<file path="src/rtl/pulse_frame_pkg.sv">
// Shared constants and state encoding for the pulse-ID frame builder.
package pulse_frame_pkg;

  localparam logic [7:0]  SyncByteDefault = 8'hA5;
  localparam int unsigned FieldBytes      = 3;
  localparam int unsigned BaseFrameLen    = 13;
  localparam logic [7:0]  CrcPoly         = 8'h07;
  // Sync + four fields + up to three timestamp bytes + optional CRC.
  localparam int unsigned MaxFrameLen     = BaseFrameLen + 3 + 1;

  typedef enum logic [2:0] {
    StIdle,
    StCapture,
    StRelease,
    StSend,
    StDone
  } state_e;

  function automatic int unsigned frame_len(int unsigned ts_bytes, bit with_crc);
    return BaseFrameLen + ts_bytes + (with_crc ? 32'd1 : 32'd0);
  endfunction

endpackage

</file>
<file path="src/rtl/pulse_id_framer_if.sv">
// Byte-stream valid/ready link from the framer to a UART/SPI byte sink.
interface pulse_id_framer_if;
  logic [7:0] tx_data;
  logic       tx_valid;
  logic       tx_ready;

  modport master (output tx_data, output tx_valid, input tx_ready);
  modport slave  (input tx_data, input tx_valid, output tx_ready);
endinterface

</file>
<file path="src/rtl/crc8_update.sv">
// One-byte CRC-8 step, MSB first, no reflection.
module crc8_update
  import pulse_frame_pkg::*;
(
  input  logic [7:0] crc_in,
  input  logic [7:0] data,
  output logic [7:0] crc_out
);

  logic [7:0] c;

  always_comb begin
    c = crc_in ^ data;
    for (int i = 0; i < 8; i++) begin
      c = c[7] ? ((c << 1) ^ CrcPoly) : (c << 1);
    end
    crc_out = c;
  end

endmodule

</file>
<file path="src/rtl/pulse_id_framer.sv">
// Captures an identifier result, releases the identifier and streams it as a byte frame.
// Optional trailing CRC-8 byte when PULSE_FRAME_CRC_EN is defined.
module pulse_id_framer
  import pulse_frame_pkg::*;
#(
  parameter logic [7:0]  SYNC_BYTE = SyncByteDefault,
  parameter int unsigned TS_BYTES  = 3
) (
  input  logic                      clk_96MHz,
  input  logic                      reset,
  input  logic [16:0]               pulse_id_0,
  input  logic [16:0]               pulse_id_1,
  input  logic [16:0]               pulse_id_2,
  input  logic [16:0]               polynomial,
  input  logic                      id_ready,
  input  logic [23:0]               sys_ts,
  output logic                      id_reset,
  output logic                      busy,
  pulse_id_framer_if.master         tx
);

`ifdef PULSE_FRAME_CRC_EN
  localparam bit CrcEn = 1'b1;
`else
  localparam bit CrcEn = 1'b0;
`endif
  localparam int unsigned FrameLen = frame_len(TS_BYTES, CrcEn);
  localparam logic [4:0]  LastIdx  = 5'(FrameLen - 1);

  state_e      state_q, state_d;
  logic [4:0]  idx_q, idx_d;
  logic        capture;
  logic [16:0] poly_q, id0_q, id1_q, id2_q;
  logic [23:0] ts_q;
  logic [23:0] field_words [4];
  logic [7:0]  frame_bytes [MaxFrameLen];
  logic        transfer;

  assign transfer = (state_q == StSend) && tx.tx_ready;

  always_comb begin
    state_d = state_q;
    idx_d   = idx_q;
    capture = 1'b0;
    unique case (state_q)
      StIdle: begin
        if (id_ready) begin
          capture = 1'b1;
          state_d = StCapture;
        end
      end
      StCapture: state_d = StRelease;
      StRelease: begin
        if (!id_ready) state_d = StSend;
      end
      StSend: begin
        if (tx.tx_ready) begin
          if (idx_q == LastIdx) begin
            idx_d   = '0;
            state_d = StDone;
          end else begin
            idx_d = idx_q + 5'd1;
          end
        end
      end
      StDone:  state_d = StIdle;
      default: state_d = StIdle;
    endcase
  end

  always_ff @(posedge clk_96MHz) begin
    if (reset) begin
      state_q <= StIdle;
      idx_q   <= '0;
      poly_q  <= '0;
      id0_q   <= '0;
      id1_q   <= '0;
      id2_q   <= '0;
      ts_q    <= '0;
    end else begin
      state_q <= state_d;
      idx_q   <= idx_d;
      if (capture) begin
        poly_q <= polynomial;
        id0_q  <= pulse_id_0;
        id1_q  <= pulse_id_1;
        id2_q  <= pulse_id_2;
        ts_q   <= sys_ts;
      end
    end
  end

`ifdef PULSE_FRAME_CRC_EN
  logic [7:0] crc_q, crc_next;

  crc8_update u_crc (
    .crc_in  (crc_q),
    .data    (frame_bytes[idx_q]),
    .crc_out (crc_next)
  );

  // Sync byte and the CRC byte itself are excluded from the checksum.
  always_ff @(posedge clk_96MHz) begin
    if (reset || state_q == StCapture) begin
      crc_q <= '0;
    end else if (transfer && idx_q != 5'd0 && idx_q != LastIdx) begin
      crc_q <= crc_next;
    end
  end
`endif

  always_comb begin
    field_words[0] = {7'b0, poly_q};
    field_words[1] = {7'b0, id0_q};
    field_words[2] = {7'b0, id1_q};
    field_words[3] = {7'b0, id2_q};
    for (int i = 0; i < int'(MaxFrameLen); i++) frame_bytes[i] = 8'h00;
    frame_bytes[0] = SYNC_BYTE;
    for (int f = 0; f < 4; f++) begin
      for (int b = 0; b < int'(FieldBytes); b++) begin
        frame_bytes[1 + f * int'(FieldBytes) + b] = field_words[f][8*b +: 8];
      end
    end
    for (int t = 0; t < int'(TS_BYTES); t++) begin
      frame_bytes[int'(BaseFrameLen) + t] = ts_q[8*t +: 8];
    end
`ifdef PULSE_FRAME_CRC_EN
    frame_bytes[FrameLen - 1] = crc_q;
`endif
  end

  // Outputs are gated by reset so they drop in the same cycle reset rises.
  always_comb begin
    tx.tx_valid = !reset && (state_q == StSend);
    tx.tx_data  = tx.tx_valid ? frame_bytes[idx_q] : 8'h00;
    id_reset    = !reset && ((state_q == StCapture) || (state_q == StRelease && id_ready));
    busy        = !reset && (state_q != StIdle);
  end

endmodule

</file>
<file path="src/flat_wrapper.sv">
// flat-port wrapper written by rule: the top's interface ports become plain ports
module pulse_id_framer_flat import pulse_frame_pkg::*;
#(
  parameter logic [7:0]  SYNC_BYTE = SyncByteDefault,
  parameter int unsigned TS_BYTES  = 3
)
  (clk_96MHz, reset, pulse_id_0, pulse_id_1, pulse_id_2, polynomial, id_ready, sys_ts, id_reset, busy, tx_tx_data, tx_tx_valid, tx_tx_ready);
  pulse_id_framer_if tx_i ();
  input  logic clk_96MHz;
  input  logic reset;
  input  logic [16:0] pulse_id_0;
  input  logic [16:0] pulse_id_1;
  input  logic [16:0] pulse_id_2;
  input  logic [16:0] polynomial;
  input  logic id_ready;
  input  logic [23:0] sys_ts;
  output logic id_reset;
  output logic busy;
  output wire logic [$bits(tx_i.tx_data)-1:0] tx_tx_data;
  output wire logic [$bits(tx_i.tx_valid)-1:0] tx_tx_valid;
  input wire logic [$bits(tx_i.tx_ready)-1:0] tx_tx_ready;
  assign tx_tx_data = tx_i.tx_data;
  assign tx_tx_valid = tx_i.tx_valid;
  assign tx_i.tx_ready = tx_tx_ready;
  pulse_id_framer #(.SYNC_BYTE(SYNC_BYTE), .TS_BYTES(TS_BYTES)) u_core (.clk_96MHz(clk_96MHz), .reset(reset), .pulse_id_0(pulse_id_0), .pulse_id_1(pulse_id_1), .pulse_id_2(pulse_id_2), .polynomial(polynomial), .id_ready(id_ready), .sys_ts(sys_ts), .id_reset(id_reset), .busy(busy), .tx(tx_i));
endmodule
</file>
<file path="config.mk">
export PLATFORM = sky130hd
export DESIGN_NAME = pulse_id_framer_flat
export DESIGN_NICKNAME = d
export VERILOG_FILES = /design/src/rtl/pulse_frame_pkg.sv /design/src/rtl/pulse_id_framer_if.sv /design/src/rtl/crc8_update.sv /design/src/rtl/pulse_id_framer.sv /design/src/flat_wrapper.sv
export SDC_FILE = /design/constraint.sdc
export NUM_CORES = 1
export LEC_CHECK = 0
export CAP_MARGIN = 20
export CORE_MARGIN = 4
export CORE_UTILIZATION = 35
export CTS_CLUSTER_DIAMETER = 80
export CTS_CLUSTER_SIZE = 10
export DETAILED_ROUTE_END_ITERATION = 6
export PLACE_DENSITY = 0.72
export SYNTH_ARGS = -nofsm -noshare
export SYNTH_HDL_FRONTEND = slang
export SYNTH_SLANG_ARGS = --single-unit
</file>
<file path="constraint.sdc">
create_clock -name clk_96MHz -period 1.9 [get_ports clk_96MHz]
set_input_delay 0.57 -clock clk_96MHz [delete_from_list [all_inputs] [get_ports clk_96MHz]]
set_output_delay 0.57 -clock clk_96MHz [all_outputs]
set_load 0.02 [all_outputs]
</file>
; Word-level counts from Yosys, hierarchy flattened
; Index checks and enable logic that the tools add are counted.
[word_totals]
ff_bits = 100
word_cells = 40
[classes]
n_addsub = 1
magnitude_cmp = 1
eq_ne = 8
n_mux = 12
bitwise = 1
reduce_logical = 10
[ops]
columns = cell, n
row1 = binary-select mux 8 bit (select 5 bit), 1
row2 = two-way mux 8 bit, 3
row3 = two-way mux 3 bit, 4
row4 = one-hot mux 3 bit (4 select lines), 1
row5 = inequality test 2 bit (second input constant), 4
row6 = == test 3 x 2 -> 1 bit (second input constant), 2
row7 = >= comparator 6 bit (second input constant), 1
row8 = inverter 5 -> 6 bit, 1
row9 = adder 5 x 1 -> 5 bit (second input constant), 1
row10 = == test 5 x 4 -> 1 bit (second input constant), 1
row11 = two-way mux 5 bit, 1
row12 = logical AND 1 bit, 4
row13 = AND reduction 4 bit, 1
row14 = == test 3 x 1 -> 1 bit (second input constant), 1
row15 = logical NOT 3 bit, 1
row16 = nonzero test 3 bit, 1
row17 = two-way mux 1 bit, 2
row18 = AND reduction 2 bit, 1
row19 = logical NOT 1 bit, 1
row20 = logical OR 1 bit, 1

; Logic depth before layout (Yosys ltp)
; Gate-level depths: netlist of run 1.
[logic_depth]
word_depth = 5
depth_mapped = 7

; Worst setup path after synthesis of run 1
; OpenSTA, ideal clock, no wires.
[synth_timing]
path_type = input port to output port
startpoint = input reset
endpoint = output tx_tx_data[2]
arrival_time_ns = 1.782
required_time_ns = 1.330
setup_slack_ns = -0.452
path_stages = 4
cell_sequence = nor3_2 > nand2b_1 > clkbuf_1 > a211oi_1
[synth_via]
elab_chain_cells = 3
[synth_rtl]
columns = item, line
row1 = from (decl), flat_wrapper.sv:10  ; input logic reset;
row2 = logical NOT 1 bit, pulse_id_framer.sv:134  ; tx.tx_valid = !reset && (state_q == StSend);
row3 = logical AND 1 bit, pulse_id_framer.sv:134
row4 = two-way mux 8 bit, pulse_id_framer.sv:135  ; tx.tx_data = tx.tx_valid ? frame_bytes[idx_q] : 8'h00;
row5 = to (decl), flat_wrapper.sv:19  ; output wire logic [$bits(tx_i.tx_data)-1:0] tx_tx_data;
; Every way passes these cells.

; Worst setup path after layout of run 1
[layout_timing]
startpoint = register u_core.idx_q[1]
endpoint = output tx_tx_data[1]
[layout_via]
elab_chain_cells = 5
[layout_rtl]
columns = item, line
row1 = from (decl), pulse_id_framer.sv:31  ; logic [4:0] idx_q, idx_d;
row2 = from (signal assigned), pulse_id_framer.sv:82  ; idx_q <= idx_d;
row3 = inverter 5 -> 6 bit (implied by the code), pulse_id_framer.sv:135
row4 = binary-select mux 8 bit (select 5 bit), pulse_id_framer.sv:135
row5 = two-way mux 8 bit (implied by the code) (2 in a row), pulse_id_framer.sv:135
row6 = two-way mux 8 bit, pulse_id_framer.sv:135
; Every way passes these cells. The select of a mux whose other input is x is not followed.

==> flow_summary.json, run 1 <==
{
  "htree_levels": 3,
  "hp-class": "reg2reg",
  "placed_area_sq_mm": 0.00607,
  "skew_ns": 0.00339,
  "ant_nets": 0,
  "use_met1_pct": 22.5,
  "met2_usage_pct": 31.1,
  "final_cells": 868,
  "period_share_pct": 134,
  "fin_crit_ns": 2.54,
  "finalNetCount": 789,
  "die-width_um": 122,
  "fin_ws_ns": -0.643,
  "root_buffer": "clkbuf_16",
  "p_leak_nw": 2.52,
  "synthesis.area_sq_mm": 0.00451,
  "pwr-share-comb_pct": 18.0,
  "cts_made_buffers": 9,
  "cp-start-kind": "flop",
  "fin_area_sq_mm": 0.00664,
  "ys_top_cells_by_area": "dfxtp_1, nand2_1, a21oi_1",
  "core_area_sq_mm": 0.0126,
  "violations": "setup timing",
  "ir_worst_vdd_mv": 0.500,
  "yosysTopAreaCellShare_pct": 44.4,
  "layout_commonest_cell": "nand2_1",
  "grt_pass1_vias": 4410,
  "nFillCells": 1185,
  "via_count": 4353,
  "gr-total-overflow": 0,
  "area_growth_pct": 47.2,
  "max_freq_mhz": 393,
  "drive_above_1_share_pct": 19.7,
  "slew_headroom_pct": 35.5,
  "start_util_pct": 35.7,
  "pwr-share-seq_pct": 47.0,
  "outcome": "finished, violations left",
  "vias_per_cell": 5.01,
  "ys_seq_area_share_pct": 44.4,
  "switching_share_pct": 26.3,
  "hpwlAfterDp_um": 9650,
  "dp.cells": 843,
  "n_antenna_cell": 0,
  "clkPwrFrac_pct": 35.0,
  "gp_congestion": 0.865,
  "wl_per_cell_um": 15.2,
  "cp-end-kind": "output pin",
  "finalMaxSlewViolations": 0,
  "cap_violations": 0,
  "die_h_um": 122,
  "clk_pin_slew_ns": 0.07,
  "hold_buffers": 0,
  "drt_first_pass_iters": 4,
  "synthCells": 572,
  "antenna_found_initial": 0,
  "grt_usage_pct": 18.0,
  "busiest_layer": "met2",
  "wirelength_um": 13200,
  "syn_area_per_cell_sq_um": 7.89,
  "clock_latency_ns": 0.35,
  "synth_fp_nets": 669,
  "grt_start_max_net_pins": 99,
  "required_ns": 1.33,
  "drt-initial-drc-count": 268,
  "power.internal_mw": 3.71,
  "rsz0062_at_grt": "true",
  "cts_tree": "yes",
  "cp_max_fo": 7,
  "cts_buffer_depth": 2,
  "setup_viol": 10,
  "port_buffers": 106,
  "tightest_slew_ns": 0.968,
  "yosysUniqueCellTypes": 46,
  "ios": 107,
  "drc": 0,
  "synth_top_area_cell": "dfxtp_1",
  "grt_use_met3_pct": 4.20,
  "row_count": 41,
  "powerDensity_mw_per_mm2": 758,
  "floorplan.die_area_sq_mm": 0.0148,
  "grt_pass1_wl_um": 21100,
  "layout_common_cells": "nand2_1, dfxtp_1, a21oi_1",
  "hold_viol": 0,
  "switchingPower_mw": 1.32,
  "clock_sinks": 100,
  "crit_type": "reg2out",
  "crit_arrival_ns": 1.97,
  "ys_warn_count": 0,
  "postSynthRegisterBits": 100
}
## sequential cells by signal, indices dropped and copies added (netlist names)
signal          cells
u_core.ts_q        24
u_core.id0_q       17
u_core.id1_q       17
u_core.id2_q       17
u_core.poly_q      17
u_core.idx_q        5
u_core.state_q      3
## timing repair
item	CTS	global route
pin swaps	16	14
setup endpoints to repair	11	11
gates cloned	2	0
gates resized for setup	88	21
setup buffers	8	5
## cells in the mapped netlist (all sizes together)
cell type / count
a211o: 1
dfxtp: 100
and3b: 1
a22o: 3
mux4: 2
a41oi: 1
nor3b: 1
clkbuf: 20
a32oi: 1
a31o: 1
nor2: 15
o311a: 1
nand3: 2
a311oi: 4
mux2i: 11
buf: 29
ha: 1
nor2b: 2
a2111oi: 3
or3: 3
inv: 8
nor4: 1
o211ai: 1
a221oi: 8
xnor2: 2
a21oi: 96
nand2b: 4
mux2: 13
a31oi: 1
and2: 4
o21ai: 7
a211oi: 3
a21o: 10
nand2: 198
nor3: 5
o22ai: 1
a221o: 7
and3: 1
## cell type report
type | count | area [sq um] | share of cell area, %
clock buffers | 12 | 267 | 4.01
inverters | 8 | 30.0 | 0.452
well taps | 172 | 215 | 3.24
multi-input cells | 415 | 2510 | 37.8
clock inverters | 3 | 21.3 | 0.320
flip-flops and latches | 100 | 2010 | 30.3
repair buffers | 158 | 1590 | 23.9
## worst max-delay path, cell delays in order, from the launching register on
cell and delay [ns]:
dfxtp_4 0.43, buf_12 0.14, mux2_4 0.29, a221o_1 0.34
o211ai_1 0.15, a21oi_2 0.12, buf_6 0.14
## logic make-up (layout without fill, tap and decap cells)
| group | Yosys count | in the layout | share of synthesized area (%) |
|---|---|---|---|
| flip-flops | 100 | 100 | 44.4 |
| AO/OA/AOI/OAI | 149 | 149 | 20.5 |
| adder cells (fa/ha/maj) | 1 | 1 | 0.277 |
| XOR/XNOR | 2 | 2 | 0.388 |
| buffers and inverters | 57 | 181 | 6.19 |
| multiplexers | 26 | 26 | 6.69 |
| AND/OR/NAND/NOR | 237 | 237 | 21.6 |
## final timing paths
kind | slack, ns | start | depth (start not counted) | endpoint
worst max-delay path | -0.64 | u_core.idx_q[1] | 6 | tx_tx_data[1]
worst min-delay path | 0.45 | u_core.ts_q[2] | 2 | u_core.ts_q[2]
worst max register to register | 0.11 | u_core.idx_q[0] | 7 | u_core.state_q[0]
worst min register to register | 0.45 | u_core.ts_q[2] | 2 | u_core.ts_q[2]
## power by group through the flow
| stage | Sequential (mW) | Combinational (mW) | Clock, mW |
|---|---|---|---|
| 6_report | 2.37 | 0.906 | 1.76 |
| 2_1_floorplan | 2.37 | 0.480 | 0 |
| 4_1_cts | 2.36 | 0.891 | 1.80 |
| 3_5_place_dp | 2.41 | 0.864 | 0 |
| 3_3_place_gp | 2.40 | 0.842 | 0 |
| 5_1_grt | 2.38 | 1.00 | 1.86 |
## stage by stage
stage / total power, mW / TNS [ns] / utilization (%) / worst slack [ns] / hold WS [ns]
final: 5.04 / -5.06 / 52.6 / -0.643 / 0.452
after global routing: 5.24 / -5.58 / 52.6 / -0.690 / 0.481
after CTS: 5.05 / -5.23 / 52.2 / -0.680 / 0.453
after detailed placement: 3.27 / -8.17 / 48.1 / -0.769 / 0.445
after global placement: 3.25 / -6.87 / 48.1 / -0.751 / 0.445
after floorplan: 2.85 / -0.840 / - / -0.148 / 0.432
## metal layers
metal	up-vias	share of wire [%]
met5	-	0
met4	0	1.6
met3	20	5.8
met2	123	49
met1	2035	44
li1	2175	-
No activity file was read; power rests on OpenSTA's default activity.
==> inputs of run 2 (changes only) <==
--- a/config.mk
+++ b/config.mk
@@ -9,9 +9,9 @@
 export CORE_MARGIN = 4
 export CORE_UTILIZATION = 35
 export CTS_CLUSTER_DIAMETER = 80
-export CTS_CLUSTER_SIZE = 10
 export DETAILED_ROUTE_END_ITERATION = 6
 export PLACE_DENSITY = 0.72
+export SLEW_MARGIN = 20
 export SYNTH_ARGS = -nofsm -noshare
 export SYNTH_HDL_FRONTEND = slang
 export SYNTH_SLANG_ARGS = --single-unit
==> results of run 2 <==
The final DEF is identical to that of run 1; final timing and power are the same.
==> inputs of run 3 (changes only) <==
--- a/config.mk
+++ b/config.mk
@@ -5,6 +5,7 @@
 export SDC_FILE = /design/constraint.sdc
 export NUM_CORES = 1
 export LEC_CHECK = 0
+export ABC_CLOCK_PERIOD_IN_PS = 1900
 export CAP_MARGIN = 20
 export CORE_MARGIN = 4
 export CORE_UTILIZATION = 35
==> results of run 3 <==
The final DEF is identical to that of run 1; final timing and power are the same.
